[config.mk]
export PLATFORM = sky130hd
export DESIGN_NAME = wb_trace_buffer
export DESIGN_NICKNAME = d
export VERILOG_FILES = /design/src/rtl/wb_trace_buffer.sv
export SDC_FILE = /design/constraint.sdc
export NUM_CORES = 1
export LEC_CHECK = 0
export ABC_CLOCK_PERIOD_IN_PS = 33800
export CAP_MARGIN = 20
export CORE_UTILIZATION = 55
export DETAILED_ROUTE_END_ITERATION = 8
export PLACE_DENSITY = 0.7
export SYNTH_ARGS = -nofsm -noshare
export SYNTH_HDL_FRONTEND = slang
export SYNTH_SLANG_ARGS = --single-unit
[constraint.sdc]
create_clock -name clock -period 33.8 [get_ports clock]
set_input_delay 6.76 -clock clock [delete_from_list [all_inputs] [get_ports clock]]
set_output_delay 6.76 -clock clock [all_outputs]
set_load 0.1 [all_outputs]
[src/rtl/wb_trace_buffer.sv]
// Writeback trace capture: timestamps every architectural register write into a
// FIFO drained by a valid/ready reader, and keeps cycle/stall/drop counters.
module wb_trace_buffer #(
  parameter int DEPTH = 16,
  parameter int XLEN  = 32,
  parameter int PC_W  = 32,
  parameter int TS_W  = 16
) (
  input  logic                       clock,
  input  logic                       reset,
  input  logic                       clear,
  input  logic                       wb_valid,
  input  logic [4:0]                 wb_rd,
  input  logic [XLEN-1:0]            wb_data,
  input  logic [PC_W-1:0]            wb_pc,
  input  logic                       stall,
  output logic                       out_valid,
  input  logic                       out_ready,
  output logic [PC_W-1:0]            out_pc,
  output logic [4:0]                 out_rd,
  output logic [XLEN-1:0]            out_data,
  output logic [TS_W-1:0]            out_ts,
  output logic [$clog2(DEPTH):0]     count,
  output logic                       overflow,
  output logic [TS_W-1:0]            drop_count,
  output logic [TS_W-1:0]            cycle_count,
  output logic [TS_W-1:0]            stall_count
);

  localparam int PTR_W = $clog2(DEPTH);
  localparam int CNT_W = PTR_W + 1;
  localparam logic [CNT_W-1:0] FULL_CNT = CNT_W'(DEPTH);

  typedef enum logic [1:0] {S_EMPTY, S_PARTIAL, S_FULL} state_t;

  function automatic logic [TS_W-1:0] sat_inc(input logic [TS_W-1:0] v);
    return (&v) ? v : v + TS_W'(1);
  endfunction

  state_t             state_q, state_d;
  logic [CNT_W-1:0]   count_q, count_d;
  logic [PTR_W-1:0]   wr_q, wr_d, rd_q, rd_d;
  logic               ovf_q, ovf_d;
  logic [TS_W-1:0]    drop_q, drop_d;
  logic [TS_W-1:0]    cyc_q, cyc_d;
  logic [TS_W-1:0]    stall_q, stall_d;

  logic [PC_W-1:0]    pc_mem   [DEPTH];
  logic [4:0]         rd_mem   [DEPTH];
  logic [XLEN-1:0]    data_mem [DEPTH];
  logic [TS_W-1:0]    ts_mem   [DEPTH];

  logic push, pop, push_acc, pop_acc;

  // x0 writes and stalled writebacks are not architectural writes
  assign push      = wb_valid && (wb_rd != 5'd0) && !stall;
  assign out_valid = (state_q != S_EMPTY);
  assign pop       = out_valid && out_ready;

  always_comb begin
    state_d  = state_q;
    count_d  = count_q;
    wr_d     = wr_q;
    rd_d     = rd_q;
    ovf_d    = ovf_q;
    drop_d   = drop_q;
    cyc_d    = cyc_q + TS_W'(1);
    stall_d  = stall ? sat_inc(stall_q) : stall_q;
    push_acc = 1'b0;
    pop_acc  = 1'b0;

    case (state_q)
      S_EMPTY: begin
        if (push) begin
          push_acc = 1'b1;
          count_d  = CNT_W'(1);
          state_d  = S_PARTIAL;
        end
      end
      S_PARTIAL: begin
        push_acc = push;
        pop_acc  = pop;
        if (push && !pop) begin
          count_d = count_q + CNT_W'(1);
          if (count_q == FULL_CNT - CNT_W'(1)) state_d = S_FULL;
        end else if (pop && !push) begin
          count_d = count_q - CNT_W'(1);
          if (count_q == CNT_W'(1)) state_d = S_EMPTY;
        end
      end
      S_FULL: begin
        // A push only fits when the head leaves in the same cycle
        pop_acc  = pop;
        push_acc = push && pop;
        if (push && !pop) begin
          ovf_d  = 1'b1;
          drop_d = sat_inc(drop_q);
        end else if (pop && !push) begin
          count_d = count_q - CNT_W'(1);
          state_d = S_PARTIAL;
        end
      end
      default: state_d = S_EMPTY;
    endcase

    if (push_acc) wr_d = wr_q + PTR_W'(1);
    if (pop_acc)  rd_d = rd_q + PTR_W'(1);

    if (clear) begin
      state_d  = S_EMPTY;
      count_d  = '0;
      wr_d     = '0;
      rd_d     = '0;
      ovf_d    = 1'b0;
      drop_d   = '0;
      cyc_d    = '0;
      stall_d  = '0;
      push_acc = 1'b0;
      pop_acc  = 1'b0;
    end
  end

  always_ff @(posedge clock or negedge reset) begin
    if (!reset) begin
      state_q <= S_EMPTY;
      count_q <= '0;
      wr_q    <= '0;
      rd_q    <= '0;
      ovf_q   <= 1'b0;
      drop_q  <= '0;
      cyc_q   <= '0;
      stall_q <= '0;
    end else begin
      state_q <= state_d;
      count_q <= count_d;
      wr_q    <= wr_d;
      rd_q    <= rd_d;
      ovf_q   <= ovf_d;
      drop_q  <= drop_d;
      cyc_q   <= cyc_d;
      stall_q <= stall_d;
    end
  end

  // Entry storage carries no reset; outputs are masked by out_valid instead
  always_ff @(posedge clock) begin
    if (push_acc) begin
      pc_mem[wr_q]   <= wb_pc;
      rd_mem[wr_q]   <= wb_rd;
      data_mem[wr_q] <= wb_data;
      ts_mem[wr_q]   <= cyc_q;
    end
  end

  assign out_pc      = out_valid ? pc_mem[rd_q]   : '0;
  assign out_rd      = out_valid ? rd_mem[rd_q]   : '0;
  assign out_data    = out_valid ? data_mem[rd_q] : '0;
  assign out_ts      = out_valid ? ts_mem[rd_q]   : '0;
  assign count       = count_q;
  assign overflow    = ovf_q;
  assign drop_count  = drop_q;
  assign cycle_count = cyc_q;
  assign stall_count = stall_q;

endmodule

==> Word level (Yosys, flattened, before mapping) <==
Memory sizes are Yosys's and may differ from the RTL's.
Index checks and enable logic that the tools add are counted.
{ "totals": {"wordCells": 97, "regBits": 64, "ram_bits": 1360, "inputBits": 75, "output_inout_bits": 140, "mem_count": 4} }
{ "op_classes": {"n_eq_ne": 12, "reduce_logical": 26, "addsub": 7, "mux": 40} }
{ "memory_table": {"columns": ["memory", "depth", "width", "read_ports", "rd_clocked_by_memory_dff", "write_ports", "line", "source"], "rows": [
  ["data_mem", 16, 32, 1, 0, 1, "50", "logic [XLEN-1:0] data_mem [DEPTH];"],
  ["pc_mem", 16, 32, 1, 0, 1, "48", "logic [PC_W-1:0] pc_mem [DEPTH];"],
  ["ts_mem", 16, 16, 1, 0, 1, "51", "logic [TS_W-1:0] ts_mem [DEPTH];"],
  ["rd_mem", 16, 5, 1, 0, 1, "49", "logic [4:0] rd_mem [DEPTH];"]
]} }
{ "ops": {"columns": ["op", "count"], "rows": [
  ["two-way mux 16 bit", 9],
  ["two-way mux 32 bit", 2],
  ["adder 16 x 1 -> 16 bit, second input constant", 3],
  ["AND reduction 16 bit", 2],
  ["two-way mux 5 bit", 6],
  ["two-way mux 2 bit", 8],
  ["two-way mux 4 bit", 4],
  ["case mux 5 bit (3 select lines)", 1],
  ["!= test 4 bit, second input constant", 3],
  ["nonzero test 2 bit", 6],
  ["!= test 3 bit, second input constant", 3],
  ["adder 4 x 1 -> 4 bit, second input constant", 2],
  ["two-way mux 1 bit", 8],
  ["logical AND 1 bit", 6],
  ["case mux 2 bit (3 select lines)", 1],
  ["AND reduction 3 bit", 2],
  ["AND reduction 6 bit", 1],
  ["adder 5 x 1 -> 5 bit, second input constant", 1],
  ["== test 5 x 1 -> 1 bit, second input constant", 1],
  ["== test 5 x 4 -> 1 bit, second input constant", 1],
  ["nonzero test 5 bit", 1],
  ["subtractor 5 x 1 -> 5 bit, second input constant", 1],
  ["!= test 2 bit, second input constant", 2],
  ["AND reduction 2 bit", 2],
  ["7 further kinds", 9]
]} }

==> Depth between registers and ports, before layout <==
{ "depth": {"ltp_word": 9, "ltp_mapped": 11, "ltp_nobuf": 10} }

==> Least setup slack after synthesis <==
OpenSTA, ideal clock, no wires.
{ "synth_path": {"path_type": "input port to flip-flop", "from": "in wb_valid", "to": "mem data_mem[11][0] (enable)", "path_slack_ns": 16.405, "required_time_ns": 33.033, "t_arrival_ns": 16.628, "setup_time_ns": 0.767, "path_buffers": 0, "cell_stages": 8, "path_cell_list": "nor2b_1 > o21ai_0 > inv_1 > ha_1 > nand2_1 > a21oi_1 > nand2_1 > nor4b_1"} }
{ "synth_via": {"elab_chain_cells": 7, "word_cells_on_any_way": 8, "classes_between": "5 x mux; 3 x reduce/logical"} }
{ "synth_rtl": {"columns": ["element", "line", "source"], "rows": [
  ["start: declaration", "12", "input logic wb_valid,"],
  ["logical AND 1 bit (*) (2 in series)", "56", "assign push = wb_valid && (wb_rd != 5'd0) && !stall;"],
  ["two-way mux 1 bit or logical AND 1 bit (tied branches)", "74, 94", null],
  ["case mux 1 bit (3 select lines) (*)", "72", "case (state_q)"],
  ["two-way mux 1 bit (*)", "109", "if (clear) begin"],
  ["two-way mux 1 bit (*)", "147", "if (push_acc) begin"],
  ["two-way mux 1 bit (not written as such) (*)", "150", "data_mem[wr_q] <= wb_data;"],
  ["end: declaration", "50", null]
]} }
Mark *: on every way between the ends. The rest lies on a longest branch, timed or not.

==> Final worst setup path <==
{ "layout_path": {"from": "reg rd_q[1]", "to": "out out_data[19]"} }
{ "layout_via": {"elab_chain_cells": 2} }
{ "layout_rtl": {"columns": ["element", "line", "source"], "rows": [
  ["start: declaration", "42", "logic [PTR_W-1:0] wr_q, wr_d, rd_q, rd_d;"],
  ["start signal: assignment", "137", "rd_q <= rd_d;"],
  ["memory (16 x 32 bit)", null, null],
  ["two-way mux 32 bit", "157", "assign out_data = out_valid ? data_mem[rd_q] : '0;"],
  ["end: declaration", "21", "output logic [XLEN-1:0] out_data,"]
]} }
No other way between the ends.

==> impl_results.md <==
* Post-Syn Nets at 2593
* Crit start category: flip-flop
* Worst hold path type: flip-flop to flip-flop
* Final Hold Vio Count at 0
* Total Power at 3.80 mW
* Post-route DRC at 0
* Slew HR at 0.239
* Mapped Area at 55100 um2
* Main synth FF type: edfxtp_1
* HPWL after DPL at 60.8 mm
* Setup Viol. Count Final at 0
* Cts repair resizes at 0
* Overall routing resource usage at 0.238
* Post-Syn Instances at 2498
* Top Layer Used: met5
* CTS tree: yes
* F_max at 78.3 MHz
* Vias in the first global route at 27.6k
* Site Rows at 115
* Skew-Pair Late Insertion Delay at 740 ps
* CTS sink cnt at 1424
* Met2 wire length at 58.5 mm
* Layout Skew at 21.2 ps
* Crit path capture: out_data[19]
* Final Slew Violations at 0
* MaxCap Viol Count at 0
* Routed wire length at 119 mm
* Clk buf depth at 3
* Cell variety after synth at 62
* Area Growth Syn to Fin at 14.8%
* R2r startpoint: state_q[0]
* EDFF count, synth at 1360
* Syn Area/Cell at 22.1 um2
* Status: finished, final reports clean
* R2R cell count at 10
* IO Count at 215
* Synth area leader: edfxtp_1
* Die W at 319 um
* Yosys reg bits at 1424
* Final ANT Viol Nets at 0
* Fill cells at 6423
* Yosys warnings at 0
* Final setup TNS at 0 ps
* CTS Buf Count at 141
* Initial Utilization at 0.558
* Hold buffer count at cts at 0
* Period utilisation layout at 0.378
* Clock slew at reported path FFs at 60 ps
* Least-Margin Pin Slew at 1140 ps
* Sequential area share after synthesis at 0.770
* Min cycle time layout at 12770 ps
* CTS Root Cell: clkbuf_16
* Crit Path Class: flip-flop to output pin
* CP max FO at 66
* Pre-antenna DRT Iters at 5
* WP data arrival at 6010 ps
* Largest net degree at the start of global routing at 153
* Die Ht at 319 um
* M1 wire length at 48.6 mm
* Gp weighted congestion at 0.800
* CP Capture Type: output pin
* Post-CTS setup buffer count at 0
* Htree depth at 4
* Power Density at 60.0 nW/um2
* Iteration-0 DRC Markers at 2487
* DR WL/cell at 28.5 um
* WP data required at 27040 ps
* CP startpoint: rd_q[1]
* First-pass GRT wire length at 178 mm
* Hold wc startpoint: overflow
* Layout Cells excl Fill at 4170
* Post-synth ARST share at 0.0449
* Synth area leaders: edfxtp_1 74%, mux4_2 14%, mux2i_1 3.1%
* Leakage Power at 19.2 nW
* Count of port buffers added during placement at 214
* Post-synth top area share at 0.741
* Layout Nets at 2864
* Via count at 26.2k
* Total grt overflow at 0
* Final Util at 0.640
* Max VDD drop at 43.9 uV
* RSZ-0062 raised after global routing: false
* Initial antenna violation count at 7
* Critical R2R Capture: data_mem[15][14]
* Die footprint at 101000 um2
* Layout cells sized above 1 at 0.212
* Met3 WL at 9.11 mm
* Placed insts at 3911
* R2R Setup Slk at 29070 ps
* CORE AREA at 98900 um2
* Via-to-Cell Ratio at 6.29
routing by layer:
layer,track usage,vias up
met5,0,-
met4,0.0633,14
met3,0.0527,207
met2,0.384,1006
met1,0.333,13910
li1,-,11074
state kept, by name, indices dropped and copies added (netlist names):
name,flops
overflow,1
rd_mem,80
cycle_count,16
drop_count,16
data_mem,512
stall_count,16
pc_mem,512
ts_mem,256
state_q,2
count,5
rd_q,4
wr_q,4
worst max-delay path: stages (launching register included):
cell,delay [ps]
dfrtp_4,1070
buf_4,930
buf_4,880
mux4_2,380
mux2i_1,120
o22ai_1,470
clkdlybuf4s50_1,1240
stage by stage:
stage	hold WS [ps]	worst slack [ps]	instance area (um2)
2_1_floorplan	538	16410	55100
3_3_place_gp	493	21860	58800
3_5_place_dp	495	21860	58800
4_1_cts	526	21040	63200
5_1_grt	558	20910	63200
6_report	534	21030	63200
kinds of logic after synthesis:
family                     synth area share
buffers and inverters                0.0114
adders and majority gates           0.00454
and+or+nand+nor                      0.0187
muxes                                 0.171
AOI/OAI and AO/OA                    0.0183
xor gates and xnor gates            0.00604
DFF                                   0.770
report_power, final:
part | switching (mW) | internal, mW | total (mW)
sequential | 0.00748 | 1.94 | 1.95
combinational | 0.255 | 0.0941 | 0.349
clock | 0.647 | 0.854 | 1.50
total | 0.910 | 2.89 | 3.80
layout by cell type (no fill, tap or decap), types with 4 or more instances in the layout:
cell type        count
inv_6                8
clkbuf_16          142
xor2_1              27
nand4_1              7
inv_1               17
and3_1               6
ha_1                20
or4_1                5
o2111ai_1            4
buf_4               40
edfxtp_1          1360
clkinv_1            26
nor3_1               4
or2_2                4
mux2i_1            172
mux4_2             340
o21ai_0             19
nor2_1              57
nor4b_1              4
nand2_1             27
o22ai_1             85
nor2_4               4
a211oi_1             6
nand3_1             24
bufinv_16            9
clkinv_2            17
xnor2_1             11
clkbuf_1            44
clkdlybuf4s50_1    212
and3_4               6
a21oi_1             20
or3_1                4
and4_1               6
dfrtp_1             61
nor2b_1              7
o211ai_1             4
cell usage after synthesis (all sizes together), types with 2 or more instances:
cell type	number
mux2i	172
and2	3
inv	17
and2b	3
o41ai	2
a21o	2
o21ai	19
a21oi	20
nor2b	7
nor3b	2
edfxtp	1360
nand2	28
o2111ai	4
or4	5
xnor2	11
o22ai	85
o211ai	5
mux2	3
xor2	27
nor4	4
nand3	24
nand4	8
clkbuf	64
or2	5
a2111oi	2
nor3	5
ha	20
buf	67
a211oi	6
nand3b	2
and3	14
and4	6
nor4b	5
or3	6
a31oi	3
nor2	62
o31ai	3
nand2b	4
mux4	340
dfrtp	64
worst min path at each step:
stage / end / slack [ps] / cells after the start
2_1_floorplan: rd_q[2] / 540 / 2
3_3_place_gp: overflow / 490 / 2
3_5_place_dp: overflow / 490 / 2
4_1_cts: overflow / 530 / 2
5_1_grt: overflow / 560 / 2
6_report: overflow / 530 / 2
area by class of cell:
cell class	count	area [um2]	area share
Multi-Input combinational cell	926	12200	0.192
Sequential cell	1424	42500	0.671
Clock inverter	68	662	0.0105
Antenna cell	1	2.50	0.0000396
Timing Repair Buffer	259	2550	0.0404
Clock buffer	188	3750	0.0592
Inverter	17	63.8	0.00101
Tap cell	1287	1610	0.0255
Note: power is estimated with default switching activity, not from simulation.
